File: config.mk
export PLATFORM = sky130hd
export DESIGN_NAME = sram_mem_controller
export DESIGN_NICKNAME = d
export VERILOG_FILES = /design/src/rtl/sram_mem_controller.sv
export SDC_FILE = /design/constraint.sdc
export NUM_CORES = 1
export LEC_CHECK = 0
export ABC_AREA = 1
export BUFFER_PORTS_ARGS = -buffer_cell sky130_fd_sc_hd__buf_2
export CELL_PAD_IN_SITES_DETAIL_PLACEMENT = 0
export CELL_PAD_IN_SITES_GLOBAL_PLACEMENT = 1
export CORE_ASPECT_RATIO = 1.1
export CORE_MARGIN = 4
export CORE_UTILIZATION = 37
export CTS_BUF_LIST = sky130_fd_sc_hd__clkbuf_8
export DETAILED_ROUTE_END_ITERATION = 7
export GPL_TIMING_DRIVEN = 0
export PLACE_DENSITY = 0.88
export SETUP_SLACK_MARGIN = 0.02
export SYNTH_ARGS = -nofsm -noshare
export SYNTH_HDL_FRONTEND = slang
export SYNTH_SLANG_ARGS = --single-unit
File: constraint.sdc
create_clock -name clk -period 2.15 [get_ports clk]
set_clock_uncertainty 0.2 [all_clocks]
set_input_delay 0.1075 -clock clk [delete_from_list [all_inputs] [get_ports clk]]
set_output_delay 0.1075 -clock clk [all_outputs]
set_load 0.01 [all_outputs]
File: src/rtl/sram_mem_controller.sv
// MEM-stage data memory sequencer: splits each 32-bit load/store into two
// 16-bit transfers on an external asynchronous SRAM, stalling via ready.
module sram_mem_controller #(
  parameter int WAIT_STATES = 2,
  parameter int SRAM_ADDR_W = 18,
  parameter int DATA_BASE   = 1024
) (
  input  logic                   clk,
  input  logic                   rst,
  input  logic                   wr_en,
  input  logic                   rd_en,
  input  logic [31:0]            address,
  input  logic [31:0]            write_data,
  output logic [31:0]            read_data,
  output logic                   ready,
  output logic [SRAM_ADDR_W-1:0] sram_addr,
  output logic [15:0]            sram_dq_out,
  output logic                   sram_dq_oe,
  input  logic [15:0]            sram_dq_in,
  output logic                   sram_we_n
);

  typedef enum logic [1:0] {
    IDLE = 2'd0,
    LOW  = 2'd1,
    HIGH = 2'd2,
    DONE = 2'd3
  } state_t;

  localparam logic [3:0] LAST_CNT = 4'(WAIT_STATES);

  state_t                 state_r;
  logic [3:0]             cnt_r;
  logic                   is_wr_r;
  logic [SRAM_ADDR_W-1:0] hb_r;
  logic [31:0]            wdata_r;

  logic [31:0]            offset_s;
  logic [SRAM_ADDR_W-1:0] hb_s;
  logic                   phase_end_s;
  logic                   we_next_n_s;

  // Address mapping, phase-end detect and next-cycle strobe level
  always_comb begin
    offset_s    = address - 32'(DATA_BASE);
    // (offset >> 2) << 1 is the word index with a zero half-select bit; the
    // cast truncates it so out-of-range addresses wrap.
    hb_s        = SRAM_ADDR_W'((offset_s >> 2) << 1);
    phase_end_s = (cnt_r == LAST_CNT);
    // The strobe rises in the last cycle of a phase so data is stable at the edge
    if (is_wr_r) begin
      we_next_n_s = ((cnt_r + 4'd1) == LAST_CNT);
    end else begin
      we_next_n_s = 1'b1;
    end
  end

  // Pipeline stall: busy from the first cycle a request appears until DONE
  always_comb begin
    if (state_r == DONE) begin
      ready = 1'b1;
    end else if ((state_r == IDLE) && !wr_en && !rd_en) begin
      ready = 1'b1;
    end else begin
      ready = 1'b0;
    end
  end

  // Sequencer FSM; SRAM pins are set one edge ahead so they are registered
  always_ff @(posedge clk) begin
    if (rst) begin
      state_r     <= IDLE;
      cnt_r       <= 4'd0;
      is_wr_r     <= 1'b0;
      hb_r        <= '0;
      wdata_r     <= 32'd0;
      read_data   <= 32'd0;
      sram_addr   <= '0;
      sram_dq_out <= 16'd0;
      sram_dq_oe  <= 1'b0;
      sram_we_n   <= 1'b1;
    end else begin
      case (state_r)
        IDLE: begin
          if (wr_en || rd_en) begin
            state_r     <= LOW;
            cnt_r       <= 4'd0;
            is_wr_r     <= wr_en;
            hb_r        <= hb_s;
            wdata_r     <= write_data;
            sram_addr   <= hb_s;
            sram_dq_out <= write_data[15:0];
            sram_dq_oe  <= wr_en;
            sram_we_n   <= ~wr_en;
          end
        end
        LOW: begin
          if (phase_end_s) begin
            state_r     <= HIGH;
            cnt_r       <= 4'd0;
            sram_addr   <= hb_r + SRAM_ADDR_W'(1);
            sram_dq_out <= wdata_r[31:16];
            sram_we_n   <= ~is_wr_r;
            if (!is_wr_r) begin
              read_data[15:0] <= sram_dq_in;
            end
          end else begin
            cnt_r     <= cnt_r + 4'd1;
            sram_we_n <= we_next_n_s;
          end
        end
        HIGH: begin
          if (phase_end_s) begin
            state_r    <= DONE;
            cnt_r      <= 4'd0;
            sram_we_n  <= 1'b1;
            sram_dq_oe <= 1'b0;
            if (!is_wr_r) begin
              read_data[31:16] <= sram_dq_in;
            end
          end else begin
            cnt_r     <= cnt_r + 4'd1;
            sram_we_n <= we_next_n_s;
          end
        end
        DONE: begin
          state_r <= IDLE;
        end
        default: begin
          state_r    <= IDLE;
          cnt_r      <= 4'd0;
          sram_we_n  <= 1'b1;
          sram_dq_oe <= 1'b0;
        end
      endcase
    end
  end

endmodule
=== After elaboration in Yosys (flattened, before gate mapping) ===
Index checks and enable logic that the tools add are counted.

* Add/sub/neg operators: 3
* Equality and inequality tests: 8
* Muxes and demuxes: 23
* Bitwise logic cells: 2
* Reduce and logical (&&, ||, !) cells: 19

{| class="wikitable"
|+ Operators with widths
! kind !! count
|-
| $mux W18 || 2
|-
| $pmux W18 S2 || 1
|-
| $mux W16 || 2
|-
| $pmux W16 S2 || 1
|-
| $sub A19 B11 Y19 const B || 1
|-
| $add A18 B1 Y18 const B || 1
|-
| $reduce_and A3 Y1 || 5
|-
| $eq A4 B2 Y1 const B || 2
|-
| $mux W1 || 8
|-
| $mux W4 || 2
|-
| $pmux W2 S4 || 1
|-
| $pmux W4 S2 || 1
|-
| $mux W2 || 3
|-
| $reduce_and A2 Y1 || 3
|-
| $reduce_bool A2 Y1 || 3
|-
| $add A4 B1 Y4 const B || 1
|-
| $eq A2 B2 Y1 const B || 2
|-
| $ne A2 B2 Y1 const B || 2
|-
| $pmux W1 S3 || 1
|-
| $reduce_bool A3 Y1 || 1
|-
| $eq A2 B1 Y1 const B || 1
|-
| $logic_and A1 B1 Y1 || 2
|-
| $logic_not A1 Y1 || 2
|-
| $logic_not A2 Y1 || 1
|-
| other kinds (5) || 6
|}

* Register bits: 124
* Bits of input ports: 84
* Word-level logic and storage cells: 66

=== Longest topological paths before layout ===
Gate-level depths: netlist (run 1).

* Depth in word-level cells: 5
* Depth in mapped cells: 11
* Depth with buffers taken out: 11

=== Least setup slack after synthesis (run 1) ===
Ideal clock, no wire load.

* Kind: register to register
* Start point: register state_r[0]
* End point: register hb_r[12]
* Setup time: 116 ps
* Data arrival time: 1397 ps
* Data required time: 1834 ps
* Path slack: 436 ps
* Stages on the path, launching flop included: 9
* Buffers on the path: 2
* Cells stage by stage: dfxtp_1 inv_1 ha_1 nand2_2 inv_1 buf_4 buf_4 o211ai_1 inv_1

* Longest elaborated chain between the ends: 2

{| class="wikitable"
|+ Ends and longest elaborated chain
! item !! line !! text
|-
| start, declared || 32 || <nowiki>state_t state_r;</nowiki>
|-
| start signal, assigned || 72 || <nowiki>state_r <= IDLE;</nowiki>
|-
| start signal, assigned || 86 || <nowiki>state_r <= LOW;</nowiki>
|-
| start signal, assigned || 99 || <nowiki>state_r <= HIGH;</nowiki>
|-
| $logic_not A2 Y1 || 83 || <nowiki>case (state_r)</nowiki>
|-
| $reduce_and A2 Y1 (no line) || - ||
|-
| end signal, assigned || 89 || <nowiki>hb_r <= hb_s;</nowiki>
|-
| end, declared || 35 || <nowiki>logic [SRAM_ADDR_W-1:0] hb_r;</nowiki>
|}

No other way between the ends.
A chain may end at the register's enable or synchronous reset.

=== Worst setup path in the final report (run 1) ===
* Start point: register state_r[0]
* End point: output port ready

* Longest elaborated chain between the ends: 5
* Elaborated cells between the ends (all ways): 6

{| class="wikitable"
|+ Ends and longest elaborated chain
! item !! line !! text
|-
| $logic_not A2 Y1 || 62 || <nowiki>end else if ((state_r == IDLE) && !wr_en && !rd_en) begin</nowiki>
|-
| $logic_and A1 B1 Y1 (2 in a row) || 62 ||
|-
| $mux W1 || 62 ||
|-
| $mux W1 (*) || 60 || <nowiki>if (state_r == DONE) begin</nowiki>
|-
| end, declared || 15 || <nowiki>output logic ready,</nowiki>
|}

Mark *: on every way between the ends. The rest lies on a longest branch, timed or not.

==> results.cfg, run 1 <==
[status]
outcome = complete, no violations

[worst_setup_path]
criticalPathCategory = reg -> out
worstSetupStartpointType = flop
r2r_start = state_r[0]
arrival_ps = 1640
critPathLaunch = state_r[0]
cp.required_ps = 1840
crit_fanout = 5
critPathCaptureType = output pin

[final_layout]
fin_nets = 974
syn_to_final_growth_pct = 37.6
multiInputGateArea_mm2 = 0.00217
final_core_util = 0.518
fin_cells = 1042
n_fill_cell = 1273
register_area_mm2 = 0.00216
finalInstanceArea_mm2 = 0.00652
drive_above_1_share = 0.235
antenna_cells = 0

[sta]
clock.fmax_mhz = 513
slew_viol_final = 0
finalCritPeriodShare = 0.907
final.setup.tns_ps = 0
rsz0062_at_grt = no
setup_viol = 0
hold_viol = 0
slew_headroom = 0.652
period_minus_slack_ps = 1950
timing.hold.ws_ps = 63.6
fin_ws_ps = 200
tightest_slew_ps = 523

[place]
gp_congestion = 0.811
post-place-ws_ps = 128
place_area_mm2 = 0.00562
post-dp-hpwl_mm = 9.64
post-place-cells = 957
port_buffers = 136

[grt]
grt_max_degree = 20
grt_pass1_vias = 4523
grt_usage = 0.186
grt_overflow = 0
grt_pass1_wl_mm = 21.6
antenna_found_initial = 0

[clocking]
cts_tree = yes
clock_sinks = 108
htreeDepth = 3
post_cts.repair.setup_buffers = 0
clk_pin_slew_ps = 110
cts_buffers = 9
clock_latency_ps = 390
root_buffer = clkbuf_8
clock_path_buffers = 2

[yosys]
syn_inst = 664
synth_top_area_share = 0.456
syn_area_mm2 = 0.00474
synthFlopType = dfxtp_1
synth_top_area_cell = dfxtp_1
syn_avg_cell_area_um2 = 7.14
synth-edff-count = 0
ys_ff_latch = 108
syn_nets = 758
synth_most_common_cell = nor2_1
synth_common_cells = 171 x nor2_1, 108 x dfxtp_1, 108 x nand2_1, 98 x o21ai_0, 45 x inv_1
synth.distinct_cells = 32
synth_area_leaders = dfxtp_1 46%, nor2_1 14%, o21ai_0 10%
synth-seq-area-share = 0.456
postSynth.asyncResetShare = 0
yosys_warnings = 0

[routing]
post-route-drc-count = 0
antenna_left = 0
vias = 4696
vias_per_cell = 4.51
first_pass_iters = 7
drt_iter0_markers = 175
avgRoutedWirePerCell_um = 12.8
finalWirelength_mm = 13.3

[floorplan]
io_pins = 153
rows = 43
initial_core_util = 0.376
die_area_mm2 = 0.0147
die_width_um = 116
fp.dieH_um = 127
core_mm2 = 0.0126

[pwr]
power_mw = 6.86
p_per_area_mw_per_mm2 = 1050
cellLeakagePower_nw = 3.21
peakVddDrop_mv = 0.529

[min_path]
hold_class = in -> reg
hold_path_startpoint = rd_en

[job]
maxCapViolCount = 0
==> cells by family (layout without fill, tap and decap cells) <==
group	count (synthesis)	count (layout)	share of synthesized area
AO/OA/AOI/OAI	147	147	0.161
XOR/XNOR	2	2	0.00370
adder cells (fa/ha/maj)	10	10	0.0264
buffers and inverters	89	310	0.0863
flip-flops	108	108	0.456
AND/OR/NAND/NOR	308	308	0.267
==> repair_timing <==
action | CTS | global route
endpoints found under the setup margin | 1 | 19
hold buffers | 69 | 0
gates resized for setup | 1 | 6
hold endpoints to repair | 102 | 0
pin swaps | 0 | 0
==> routing by layer <==
layer | global-route usage | share of wire | wire length [um]
met4 | 0.0683 | 0.020 | 267
met5 | 0 | 0 | 0
met2 | 0.314 | 0.47 | 6280
met1 | 0.224 | 0.43 | 5780
met3 | 0.0530 | 0.074 | 987
==> final timing paths <==
kind	end	slack, ps	cells past startpoint
max	ready	200	6
min	sram_we_n	60	7
max reg2reg	sram_addr[10]	240	8
min reg2reg	hb_r[11]	270	2
==> flip-flops by register name, summed over array words and instances (netlist names), 2 cells and up <==
register     flops
hb_r            17
sram_addr       18
wdata_r         16
read_data       32
state_r          2
sram_dq_out     16
cnt_r            4
==> critical path, stage by stage (launching register included) <==
cell     delay (ps)
dfxtp_2         390
inv_1            90
ha_2            240
inv_2            70
nor2_2           60
or2_2           270
buf_2           140
==> area by class of cell <==
class	instances	share of cell area
timing repair buffer	205	0.210
inverter	54	0.0319
tap	157	0.0301
buffer	35	0.0313
multi-input combinational	467	0.333
clock buffer	9	0.0190
clock inverter	7	0.0127
sequential	108	0.332
==> cells in the final DEF (no fill, tap or decap), types with 7 or more instances in the layout <==
cell type	netlist	routed
nand3_1	9	9
o21ai_1	12	12
inv_2	7	7
o21ai_0	98	98
clkbuf_1	13	11
nor2_1	171	171
dlygate4sd3_1	0	69
inv_1	45	45
clkbuf_8	0	9
ha_1	10	9
nand2_1	108	108
dfxtp_1	108	106
nor2_2	8	8
a21oi_1	28	28
buf_2	11	147
==> power by group <==
group	internal, mW	switching [mW]	total [mW]
Combinational	1.05	1.66	2.71
Clock	0.557	0.769	1.33
Sequential	2.54	0.280	2.82
No activity file was read; power rests on OpenSTA's default activity.
==> run 2: changes to the inputs <==
--- a/config.mk
+++ b/config.mk
@@ -5,17 +5,16 @@
 export SDC_FILE = /design/constraint.sdc
 export NUM_CORES = 1
 export LEC_CHECK = 0
-export ABC_AREA = 1
 export BUFFER_PORTS_ARGS = -buffer_cell sky130_fd_sc_hd__buf_2
 export CELL_PAD_IN_SITES_DETAIL_PLACEMENT = 0
 export CELL_PAD_IN_SITES_GLOBAL_PLACEMENT = 1
 export CORE_ASPECT_RATIO = 1.1
 export CORE_MARGIN = 4
-export CORE_UTILIZATION = 37
+export CORE_UTILIZATION = 38
 export CTS_BUF_LIST = sky130_fd_sc_hd__clkbuf_8
 export DETAILED_ROUTE_END_ITERATION = 7
 export GPL_TIMING_DRIVEN = 0
-export PLACE_DENSITY = 0.88
+export PLACE_DENSITY = 0.87
 export SETUP_SLACK_MARGIN = 0.02
 export SYNTH_ARGS = -nofsm -noshare
 export SYNTH_HDL_FRONTEND = slang
==> run 2 against run 1 <==
Compared with the run above:
- wire length is 9.7% higher
- register-to-register slack got worse by 240 ps
- area after synthesis is 3.7% lower
- synthesized cell count shrank 20%
- core utilization up 4.7 points
- critical endpoint is now sram_addr[3]
- largest power group is now combinational cells
==> results.cfg, run 2 <==
[worst_setup_path]
arrival_ps = 2240
cp_top_family = buffers and inverters
critPathCaptureType = flop
cp.required_ps = 2240
criticalPathCategory = reg -> reg
crit_fanout = 9
path_buf_inv = 3
critPathMaxStageDelay_ps = 400
worstSetupStartpointType = flop
worstPathCellList = inv_4 -> ha_4 -> or3b_4 -> a211oi_4 -> buf_6 -> buf_2 -> nor2_1 -> a211oi_2
slowest_stage = or3b_4

[yosys]
syn_nets = 628
synth_top_area_share = 0.474
synth_area_leaders = dfxtp_1 47%, nand2_1 11%, a21oi_1 7.5%
synth_top_area_cell = dfxtp_1
yosys_warnings = 0
synthFlopType = dfxtp_1
synth-seq-area-share = 0.474
syn_area_mm2 = 0.00456
syn_inst = 534
postSynth.asyncResetShare = 0
synth_most_common_cell = nand2_1
syn_avg_cell_area_um2 = 8.55
synth.distinct_cells = 45
synth-edff-count = 0
synth_common_cells = 131 x nand2_1, 108 x dfxtp_1, 68 x a21oi_1, 44 x nor2_1, 28 x mux2i_1
ys_ff_latch = 108

[floorplan]
fp.dieH_um = 123
core_mm2 = 0.0116
rows = 41
die_width_um = 112
initial_core_util = 0.394
io_pins = 153
die_area_mm2 = 0.0138

[min_path]
hold_class = reg -> reg

[clocking]
cts_tree = yes
clk_pin_slew_ps = 100
clock_latency_ps = 370
root_buffer = clkbuf_8
clock_path_buffers = 2
clock_sinks = 108
htreeDepth = 3
cts_buffers = 9

[sta]
fin_ws_ps = 2.80
setup_viol = 0
hold_viol = 0
rsz0062_at_grt = yes
tightest_slew_ps = 762
slew_headroom = 0.492
period_minus_slack_ps = 2150
slew_viol_final = 0
finalCritPeriodShare = 0.999
clock.fmax_mhz = 466

[final_layout]
mostFrequentLayoutCells = 140 x buf_2, 130 x nand2_1, 104 x dfxtp_1
final_core_util = 0.565
registers.top_by_ff_count = read_data
finalInstanceArea_mm2 = 0.00655
drive_above_1_share = 0.301
antenna_cells = 0
syn_to_final_growth_pct = 43.4
reg_top3 = read_data: 32 flops, sram_addr: 18 flops, hb_r: 17 flops
largest_reg_flops = 32
final_common_cell = buf_2
fin_nets = 850

[routing]
vias_per_cell = 4.98
drt_iter0_markers = 266
antenna_left = 0
first_pass_iters = 4
avgRoutedWirePerCell_um = 16.0
post-route-drc-count = 0
finalWirelength_mm = 14.6
vias = 4538

[grt]
grt_overflow = 0
grt_max_degree = 19
grt_usage = 0.201
grt_pass1_wl_mm = 22.2
grt_pass1_vias = 4513
antenna_found_initial = 0

[place]
port_buffers = 136
gp_congestion = 0.917
place_area_mm2 = 0.00543
post-dp-hpwl_mm = 9.89
post-place-ws_ps = -353

[job]
maxCapViolCount = 0

[status]
outcome = complete, no violations

[pwr]
power_mw = 7.93
cellLeakagePower_nw = 2.79
p_per_area_mw_per_mm2 = 1210
peakVddDrop_mv = 0.742
run 2: cell types whose count changed after synthesis, moves of 23 or more:
cell     change
inv_1       -38
a21oi_1     +40
nand2_1     +23
nor2_1     -127
mux2i_1     +28
o21ai_0     -86
run 2: cell type report:
class	instances	area, um^2
clock inverters	6	47.5
inverters	7	28.8
flip-flops and latches	108	2170
plain buffers	35	205
well taps	150	188
fillers	1050	5050
clock buffers	10	138
multi-input cells	381	2310
repair buffers	214	1460
run 2: worst paths after layout:
kind	startpoint	to	slack [ps]	depth (start not counted)
worst max-delay path	cnt_r[0]	sram_addr[3]	3	8
worst min-delay path	read_data[25]	read_data[25]	260	2
worst max register to register	cnt_r[0]	sram_addr[3]	3	8
worst min register to register	read_data[25]	read_data[25]	260	2
run 2: worst min-delay path, cell delays in order (launching register included):
cell     delay [ps]
dfxtp_1         320
nand2_1          50
a21oi_1          50
run 2: timing repair:
action                                 in CTS  in global routing
gates resized for setup                    33                 26
endpoints found under the hold margin      94                  0
hold buffers                               67                  0
setup endpoints to repair                  87                 70
gates cloned                                0                  2
pin swaps                                   1                  8
buffers inserted                            5                  4
run 2: metrics by stage:
step | TNS [ps] | hold slack [ps] | instances
after floorplan | 0 | 3.13 | 534
after global placement | -8230 | 155 | 820
after detailed placement | -14090 | 159 | 820
after CTS | 0 | 229 | 908
after global routing | -568 | 272 | 911
final | 0 | 255 | 911
run 2: kinds of logic after synthesis:
| group | after synthesis | share of synthesized area |
|---|---|---|
| compound gates | 128 | 0.189 |
| xor+xnor | 6 | 0.0115 |
| fa+ha+maj | 10 | 0.0274 |
| buf+inv | 45 | 0.0417 |
| flops | 108 | 0.474 |
| mux | 29 | 0.0639 |
| simple gates | 208 | 0.193 |
run 2: routing by layer:
layer,vias to the layer above,part of all wire,wire (um),GRT usage
met5,-,0,0,0
met4,0,0.015,223,0.0706
met3,14,0.055,800,0.0367
met2,140,0.51,7380,0.362
met1,2115,0.42,6200,0.241
li1,2269,-,-,-
run 2: where the power goes:
group	internal, mW	switching [mW]
clock	0.464	0.711
sequential	2.52	0.312
combinational	1.73	2.19
